$ cat config.mk
export PLATFORM = sky130hd
export DESIGN_NAME = order_translate_gen
export DESIGN_NICKNAME = d
export VERILOG_FILES = /design/src/rtl/order_translate_gen.sv
export SDC_FILE = /design/constraint.sdc
export NUM_CORES = 1
export LEC_CHECK = 0
export ABC_AREA = 1
export BUFFER_PORTS_ARGS = -buffer_cell sky130_fd_sc_hd__buf_2
export CAP_MARGIN = 20
export CORE_UTILIZATION = 55
export DETAILED_ROUTE_END_ITERATION = 7
export PLACE_DENSITY = 0.78
export SYNTH_ARGS = -nofsm -noshare
export SYNTH_HDL_FRONTEND = slang
export SYNTH_SLANG_ARGS = --single-unit
$ cat constraint.sdc
create_clock -name clk -period 1.8 [get_ports clk]
set_input_delay 0 -clock clk [delete_from_list [all_inputs] [get_ports clk]]
set_output_delay 0 -clock clk [all_outputs]
set_load 0.005 [all_outputs]
$ cat src/rtl/order_translate_gen.sv
// Order-to-address translator: N_CH order indices per beat become a bank index
// (digit sum or XOR fold) and a memory address (order >> DELTA) through an N_DIGITS-deep pipeline.
module order_translate_gen #(
  parameter int D_WIDTH  = 32,
  parameter int DIGIT_W  = 4,
  parameter int N_DIGITS = 4,
  parameter int DELTA    = 4,
  parameter int MA_WIDTH = 12,
  parameter int N_CH     = 2,
  parameter int L_WIDTH  = 3
) (
  input  logic                     clk,
  input  logic                     rst,
  input  logic [N_CH*D_WIDTH-1:0]  order_in,
  input  logic                     in_valid,
  output logic                     in_ready,
  input  logic                     bank_mode,
  input  logic                     done_in,
  input  logic [L_WIDTH-1:0]       l_in,
  output logic [N_CH*MA_WIDTH-1:0] ma_out,
  output logic [N_CH*DIGIT_W-1:0]  bn_out,
  output logic                     out_valid,
  input  logic                     out_ready,
  output logic                     done_out,
  output logic [L_WIDTH-1:0]       l_out,
  output logic [15:0]              xfer_cnt
);

  localparam int LAST = N_DIGITS - 1;

  logic               valid_reg [N_DIGITS];
  logic               mode_reg  [N_DIGITS];
  logic               done_reg  [N_DIGITS];
  logic [L_WIDTH-1:0] l_reg     [N_DIGITS];
  logic [D_WIDTH-1:0] order_reg [N_DIGITS][N_CH];
  logic [DIGIT_W-1:0] acc_reg   [N_DIGITS][N_CH];
  logic [15:0]        cnt_reg;
  logic               stall;

  function automatic logic [DIGIT_W-1:0] fold(input logic [DIGIT_W-1:0] acc,
                                               input logic [DIGIT_W-1:0] digit,
                                               input logic               xor_mode);
    // Add carry falls off the DIGIT_W-bit result, giving the mod-radix sum.
    return xor_mode ? (acc ^ digit) : (acc + digit);
  endfunction

  assign stall    = valid_reg[LAST] && !out_ready;
  assign in_ready = !stall;

  always_ff @(posedge clk or negedge rst) begin
    if (!rst) begin
      for (int s = 0; s < N_DIGITS; s++) begin
        valid_reg[s] <= 1'b0;
        mode_reg[s]  <= 1'b0;
        done_reg[s]  <= 1'b0;
        l_reg[s]     <= '0;
        for (int c = 0; c < N_CH; c++) begin
          order_reg[s][c] <= '0;
          acc_reg[s][c]   <= '0;
        end
      end
      cnt_reg <= '0;
    end else begin
      if (!stall) begin
        valid_reg[0] <= in_valid;
        mode_reg[0]  <= bank_mode;
        done_reg[0]  <= done_in;
        l_reg[0]     <= l_in;
        for (int c = 0; c < N_CH; c++) begin
          order_reg[0][c] <= order_in[c*D_WIDTH +: D_WIDTH];
          acc_reg[0][c]   <= order_in[c*D_WIDTH +: DIGIT_W];
        end
        for (int s = 1; s < N_DIGITS; s++) begin
          valid_reg[s] <= valid_reg[s-1];
          mode_reg[s]  <= mode_reg[s-1];
          done_reg[s]  <= done_reg[s-1];
          l_reg[s]     <= l_reg[s-1];
          for (int c = 0; c < N_CH; c++) begin
            order_reg[s][c] <= order_reg[s-1][c];
            acc_reg[s][c]   <= fold(acc_reg[s-1][c],
                                    order_reg[s-1][c][s*DIGIT_W +: DIGIT_W],
                                    mode_reg[s-1]);
          end
        end
      end
      if (valid_reg[LAST] && out_ready) begin
        cnt_reg <= done_reg[LAST] ? 16'd0 : cnt_reg + 16'd1;
      end
    end
  end

  genvar gi;
  generate
    for (gi = 0; gi < N_CH; gi++) begin : g_ch
      // Zero-extend before shifting so a wide MA_WIDTH reads zeros past the order's MSB.
      assign ma_out[gi*MA_WIDTH +: MA_WIDTH] = valid_reg[LAST]
          ? MA_WIDTH'({{MA_WIDTH{1'b0}}, order_reg[LAST][gi]} >> DELTA) : '0;
      assign bn_out[gi*DIGIT_W +: DIGIT_W] = valid_reg[LAST] ? acc_reg[LAST][gi] : '0;
    end
  endgenerate

  assign out_valid = valid_reg[LAST];
  assign done_out  = valid_reg[LAST] && done_reg[LAST];
  assign l_out     = valid_reg[LAST] ? l_reg[LAST] : '0;
  assign xfer_cnt  = cnt_reg;

endmodule

==> impl_metrics.ini, run 1 <==
[drt]
drt_wl_total_um = 15200
first_iter_violations = 355
postRouteAntennaNets = 0
wl_per_cell_um = 12.4
vias_per_cell = 4.89
vias = 6006
route.detailed.drc = 0
firstDrtPassIters = 5

[yosys]
synth-adder-area-share_pct = 4.75
synth-seq-area-share_pct = 55.5
syn-num-nets = 1006
synth_xor_area_share_pct = 1.16
synth_area_um2 = 7530
synth_top_family_by_area = simple AND/OR/NAND/NOR gates
ys_ff_latch = 167
synth_compound_area_share_pct = 7.03
yosys.cell_types.count = 24
synthSimpleGateAreaFrac_pct = 23.8
synthCells = 908
syn_area_per_cell_um2 = 8.29
synth_mux_area_share_pct = 0
ys_warn_count = 0

[clock_network]
clock-sinks = 167
ctsRootBufferMaster = clkbuf_16
path_clk_slew_ns = 0.06
cts_made_buffers = 17
clk_latency_ns = 0.43
h-tree-depth = 4
cts_resized = 0
clock_path_buffers = 2
cts_tree = yes

[worst_setup_path]
worstSetupPathType = flip-flop to output port
worstReg2RegStart = order_reg[108]$_DFFE_PN0N_
path_max_fanout = 46
worstPathArrival_ns = 1.64
required_ns = 1.80
end_kind = output port
rrSetupSlack_ns = 0.28
startpoint_type = flip-flop
rr_endpoint = acc_reg[5]$_DFFE_PN0N_
reg2reg_depth = 6

[grt]
grt_pass1_wl_um = 26500
grt_overflow_total = 0
antenna_found_initial = 0
grt_start_max_net_pins = 60
grt_pass1_vias = 5760
grt_usage_pct = 23.7

[floorplan]
core_area_um2 = 13300
ios = 127
fp.dieArea_um2 = 14200
dieHeight_um = 119
start_util_pct = 56.6
rows = 42
die_w_um = 119

[power_and_ir_drop]
clockPowerShare_pct = 23.7
irDropWorstVdd_v = 0.000791
p_per_area_nw_per_um2 = 1630
net-switching-power_mw = 5.51
p_int_mw = 9.44
p_seq_share_pct = 41.7
leakage_nw = 5.07
finalPower_mw = 15.0
switching_share_pct = 36.9
comb_power_share_pct = 34.6

[place]
dp_worst_setup_slack_ns = 0.304
postPlaceCellArea_um2 = 8210
hpwl_um = 9980
io_buffer_count = 94
gp_congestion = 0.842

[cells_and_area]
ff_latch_area_um2 = 4180
largest_register_ffs = 104
utilization_pct = 69.2
multi_input_area_um2 = 2770
layout-drive-gt1-share_pct = 14.2
diodes = 0
final_area_um2 = 9200
areaGrowthSynthToFinish_pct = 22.1
nFillCells = 1028
mostFrequentLayoutCell = nand2_1
layout_common_cells = 388 x nand2_1, 167 x dfrtp_1, 103 x inv_1
fin_nets = 1136

[timing]
worstMarginPinSlew_ns = 0.559
slew_headroom_pct = 62.8
fin_crit_ns = 1.64
hold_violations = 0
rsz0062_at_grt = false
setup_viol = 0
finalClockSkew_ns = 0.00567
slew_violations = 0
max_clock_freq_mhz = 610
tns_ns = 0
setup_slack_ns = 0.162
finalCritPeriodShare_pct = 91.0

[run_status]
outcome = completed

[run]
drv_cap = 0

[worst_hold_path]
hold_path.class = primary input to async pin
worst max path at each step:
| stage | endpoint | start |
|---|---|---|
| 2_1_floorplan | acc_reg[5]$_DFFE_PN0N_ | order_reg[108]$_DFFE_PN0N_ |
| 3_3_place_gp | acc_reg[5]$_DFFE_PN0N_ | order_reg[108]$_DFFE_PN0N_ |
| 3_5_place_dp | acc_reg[5]$_DFFE_PN0N_ | order_reg[108]$_DFFE_PN0N_ |
| 4_1_cts | in_ready | out_valid$_DFFE_PN0N_ |
| 5_1_grt | in_ready | out_valid$_DFFE_PN0N_ |
| 6_report | in_ready | out_valid$_DFFE_PN0N_ |
cell usage after synthesis:
library cell  number  share of area [%]
xnor2_1            9                1.0
nand2_1          388                 19
nor3_2             1               0.13
nor2_4             2               0.30
nand3_1           14               0.93
or2_2              3               0.25
o21bai_1           1               0.10
buf_4              6               0.60
clkbuf_1          12               0.60
o22ai_1            1              0.083
dfrtp_1          167                 56
nor2_1            48                2.4
nor3_1             3               0.20
xor2_1             1               0.12
o21ai_0           65                4.3
o21ai_1           19                1.3
nand2_4            2               0.30
buf_2             20                1.3
inv_2              1              0.050
fa_1               6                1.6
inv_1            103                5.1
a21oi_1           13               0.86
ha_1              19                3.2
o211ai_1           4               0.40
timing repair:
action	4_1_cts	5_1_grt
hold endpoints to repair	139	0
buffers inserted	0	0
hold buffers	40	0
through the flow:
step,cells,hold WS (ns)
detailed placement,1155,0.00676
CTS,1227,0.127
floorplan,908,-0.296
global route,1227,0.161
finish,1227,0.114
global placement,1155,0.0101
power groups by stage:
stage               Combinational (mW)  Clock, mW  Sequential, mW
floorplan                         3.68          0            6.02
global placement                  4.86          0            6.22
detailed placement                5.07          0            6.29
CTS                               5.22       3.61            6.23
global route                      6.08       3.76            6.43
finish                            5.17       3.55            6.24
cell type report:
cell class,instances,area share [%]
Clock buffer,18,4.67
Multi-Input combinational cell,599,30.1
Clock inverter,14,1.65
Tap cell,176,2.39
Inverter,104,4.27
Timing Repair Buffer,149,11.4
Sequential cell,167,45.4
layer usage:
metal	part of all wire, %	track usage [%]	wire length, um
met1	47	32.0	7150
met2	47	37.5	7170
met3	4.2	5.60	644
met4	1.3	7.99	198
met5	0	0	0
worst max-delay path, cell delays in order (launching register included):
cell	delay [ns]
dfrtp_1	0.38
inv_1	0.09
nor2_4	0.06
inv_4	0.25
buf_12	0.27
buf_2	0.15
kinds of logic (layout without fill, tap and decap cells):
family / after synthesis / in the layout
AO/OA/AOI/OAI: 103 / 103
XOR/XNOR: 10 / 10
adder cells (fa/ha/maj): 25 / 25
buffers and inverters: 142 / 285
flip-flops: 167 / 167
AND/OR/NAND/NOR: 461 / 461
Note: power is estimated with default switching activity, not from simulation.
==> inputs of run 2 (changes only) <==
ABC_AREA = not set   (was 1)
GPL_TIMING_DRIVEN = 1   (was not set)
SKIP_LAST_GASP = 1   (was not set)
==> run 2 against run 1 <==
Total power grew 3.2%. Routed wire length shrank 0.16%. Cell area shrank 0.31%. Critical path depth shrank 1. Sequential power grew 2%. Non-clock buffer count shrank 2. Core utilization grew 0.057 points. Largest power group unchanged.
==> impl_metrics.ini, run 2 <==
[run_status]
outcome = completed

[timing]
slew_violations = 0
worstMarginPinSlew_ns = 0.614
rsz0062_at_grt = false
setup_slack_ns = 0.132
hold_violations = 0
max_clock_freq_mhz = 600
finalClockSkew_ns = 0.00521
setup_viol = 0
tns_ns = 0
fin_crit_ns = 1.67
slew_headroom_pct = 59.0
finalCritPeriodShare_pct = 92.7

[yosys]
synth_area_um2 = 7460
ys_ff_latch = 167
synth-seq-area-share_pct = 56.0
synthTopCellsByCount = 384 x nand2_1, 167 x dfrtp_1, 36 x and2_1
synth_edf_count = 0
yosysTopAreaCellShare_pct = 56.0
yosys.cell_types.count = 34
async_flop_share_pct = 100
synth_area_leader_cell = dfrtp_1
synthTopCellsByArea = dfrtp_1 56%, nand2_1 19%, ha_1 3.2%, and2_1 3.0%, xnor2_1 2.8%
syn_area_per_cell_um2 = 8.91
synth-main-ff-cell = dfrtp_1
yosysMostFrequentCell = nand2_1
syn-num-nets = 936
synthCells = 838
ys_warn_count = 0

[floorplan]
fp.dieArea_um2 = 14000
dieHeight_um = 119
ios = 127
core_area_um2 = 13200
die_w_um = 119
start_util_pct = 56.4
rows = 42

[worst_setup_path]
slowest_delay_ns = 0.47
startpoint_type = flip-flop
worstReg2RegStart = out_valid$_DFFE_PN0N_
cp_cell_sequence = nor2b_4 > inv_6 > buf_12 > buf_2
path_max_fanout = 40
worstSetupPathType = flip-flop to output port
cp_top_family = buffers and inverters
critPathLaunch = out_valid$_DFFE_PN0N_
worstPathBufferInverterCount = 3
worstPathArrival_ns = 1.67
crit_slowest_cell = dfrtp_1
end_kind = output port
required_ns = 1.80

[cells_and_area]
fin_nets = 1059
layout_common_cells = 384 x nand2_1, 167 x dfrtp_1, 93 x buf_2
mostFrequentLayoutCell = nand2_1
utilization_pct = 69.2
largest_register_ffs = 104
diodes = 0
nFillCells = 1025
areaGrowthSynthToFinish_pct = 22.8
ff_latch_area_um2 = 4180
final_area_um2 = 9170
multi_input_area_um2 = 3010
layout-drive-gt1-share_pct = 15.2

[clock_network]
cts_made_buffers = 17
cts_setup_buffers = 0
clock_path_buffers = 2
clock-sinks = 167
clk_latency_ns = 0.42
path_clk_slew_ns = 0.06
h-tree-depth = 4
cts_tree = yes
ctsRootBufferMaster = clkbuf_16

[power_and_ir_drop]
comb_power_share_pct = 34.9
clockPowerShare_pct = 23.8
p_per_area_nw_per_um2 = 1680
net-switching-power_mw = 5.44
finalPower_mw = 15.4
switching_share_pct = 35.2
irDropWorstVdd_v = 0.000858
p_int_mw = 9.99
p_seq_share_pct = 41.3
leakage_nw = 4.80

[drt]
drt_wl_total_um = 15100
route.detailed.drc = 0
vias = 5773
first_iter_violations = 319
postRouteAntennaNets = 0
vias_per_cell = 5.03
wl_per_cell_um = 13.2
firstDrtPassIters = 6

[grt]
grt_usage_pct = 23.4
grt_overflow_total = 0
antenna_found_initial = 0
grt_start_max_net_pins = 143
grt_pass1_wl_um = 25900
grt_pass1_vias = 5669

[place]
postPlaceCellArea_um2 = 8160
hpwl_um = 9570
dp_worst_setup_slack_ns = 0.209
io_buffer_count = 94
gp_congestion = 0.846

[run]
drv_cap = 0

[worst_hold_path]
hold_path.class = primary input to async pin
==> run 2: cell count changes after synthesis, sizes merged, moves of 6 or more <==
cell	delta
xnor2	+15
nand4	+9
clkbuf	+10
nand2	-6
nand3	-8
and2	+36
inv	-79
a211oi	+7
nor2	-15
or3	+6
o21ai	-57
==> run 2: power groups by stage <==
stage | clock [mW] | sequential, mW | combinational (mW)
after floorplan | 0 | 6.08 | 3.86
after global placement | 0 | 6.34 | 5.06
after detailed placement | 0 | 6.41 | 5.29
after CTS | 3.72 | 6.37 | 5.45
after global routing | 3.85 | 6.58 | 6.19
final | 3.67 | 6.37 | 5.39
==> run 2: cells by family after synthesis <==
| group | Yosys count | share of synthesized area (%) |
|---|---|---|
| simple gates | 494 | 27.7 |
| buf+inv | 68 | 3.77 |
| flops | 167 | 56.0 |
| fa+ha+maj | 25 | 4.79 |
| compound gates | 53 | 3.96 |
| xor+xnor | 24 | 2.82 |
| mux | 7 | 1.02 |
==> run 2: path summary, 6_finish.rpt <==
kind / endpoint / slack [ns] / depth (start not counted)
max: in_ready / 0.13 / 4
min: xfer_cnt[4]$_DFFE_PN0P_ / 0.02 / 2
max reg2reg: acc_reg[19]$_DFFE_PN0N_ / 0.16 / 3
min reg2reg: order_reg[9]$_DFFE_PN0N_ / 0.46 / 2
max in group asynchronous: order_reg[132]$_DFFE_PN0N_ / 1.11 / 3
min in group clk: xfer_cnt[10]$_DFFE_PN0P_ / 0.04 / 3
==> run 2: layout make-up <==
type	instances	share of cell area, %
Tap cell	176	2.40
Clock buffer	24	5.69
Timing Repair Buffer	147	11.4
Sequential cell	167	45.6
Clock inverter	6	0.956
Inverter	25	1.08
Multi-Input combinational cell	603	32.9
==> run 2: worst reg2reg max path: stages (launching register included) <==
cell     delay [ns]
dfrtp_1        0.48
nor2b_4        0.28
buf_12         0.43
o21ai_0        0.31
==> run 2: what timing repair did <==
| action | in CTS | in global routing |
|---|---|---|
| endpoints found under the hold margin | 205 | 0 |
| resized for setup | 0 | 1 |
| hold buffers | 39 | 0 |
| endpoints found under the setup margin | 0 | 1 |
==> run 2: per-stage QoR <==
step / std cells / hold WS [ns]
final: 1148 / 0.0237
after global routing: 1148 / 0.0366
after CTS: 1148 / 0.0193
after floorplan: 838 / -0.296
after detailed placement: 1079 / -0.104
after global placement: 1079 / -0.103
==> run 2: metal layers <==
| layer | GRT usage, % | vias up | routed length, um |
|---|---|---|---|
| li1 | - | 2866 | - |
| met4 | 9.89 | 0 | 318 |
| met5 | 0 | - | 0 |
| met2 | 39.3 | 123 | 7610 |
| met1 | 29.4 | 2759 | 6710 |
| met3 | 5.02 | 25 | 497 |
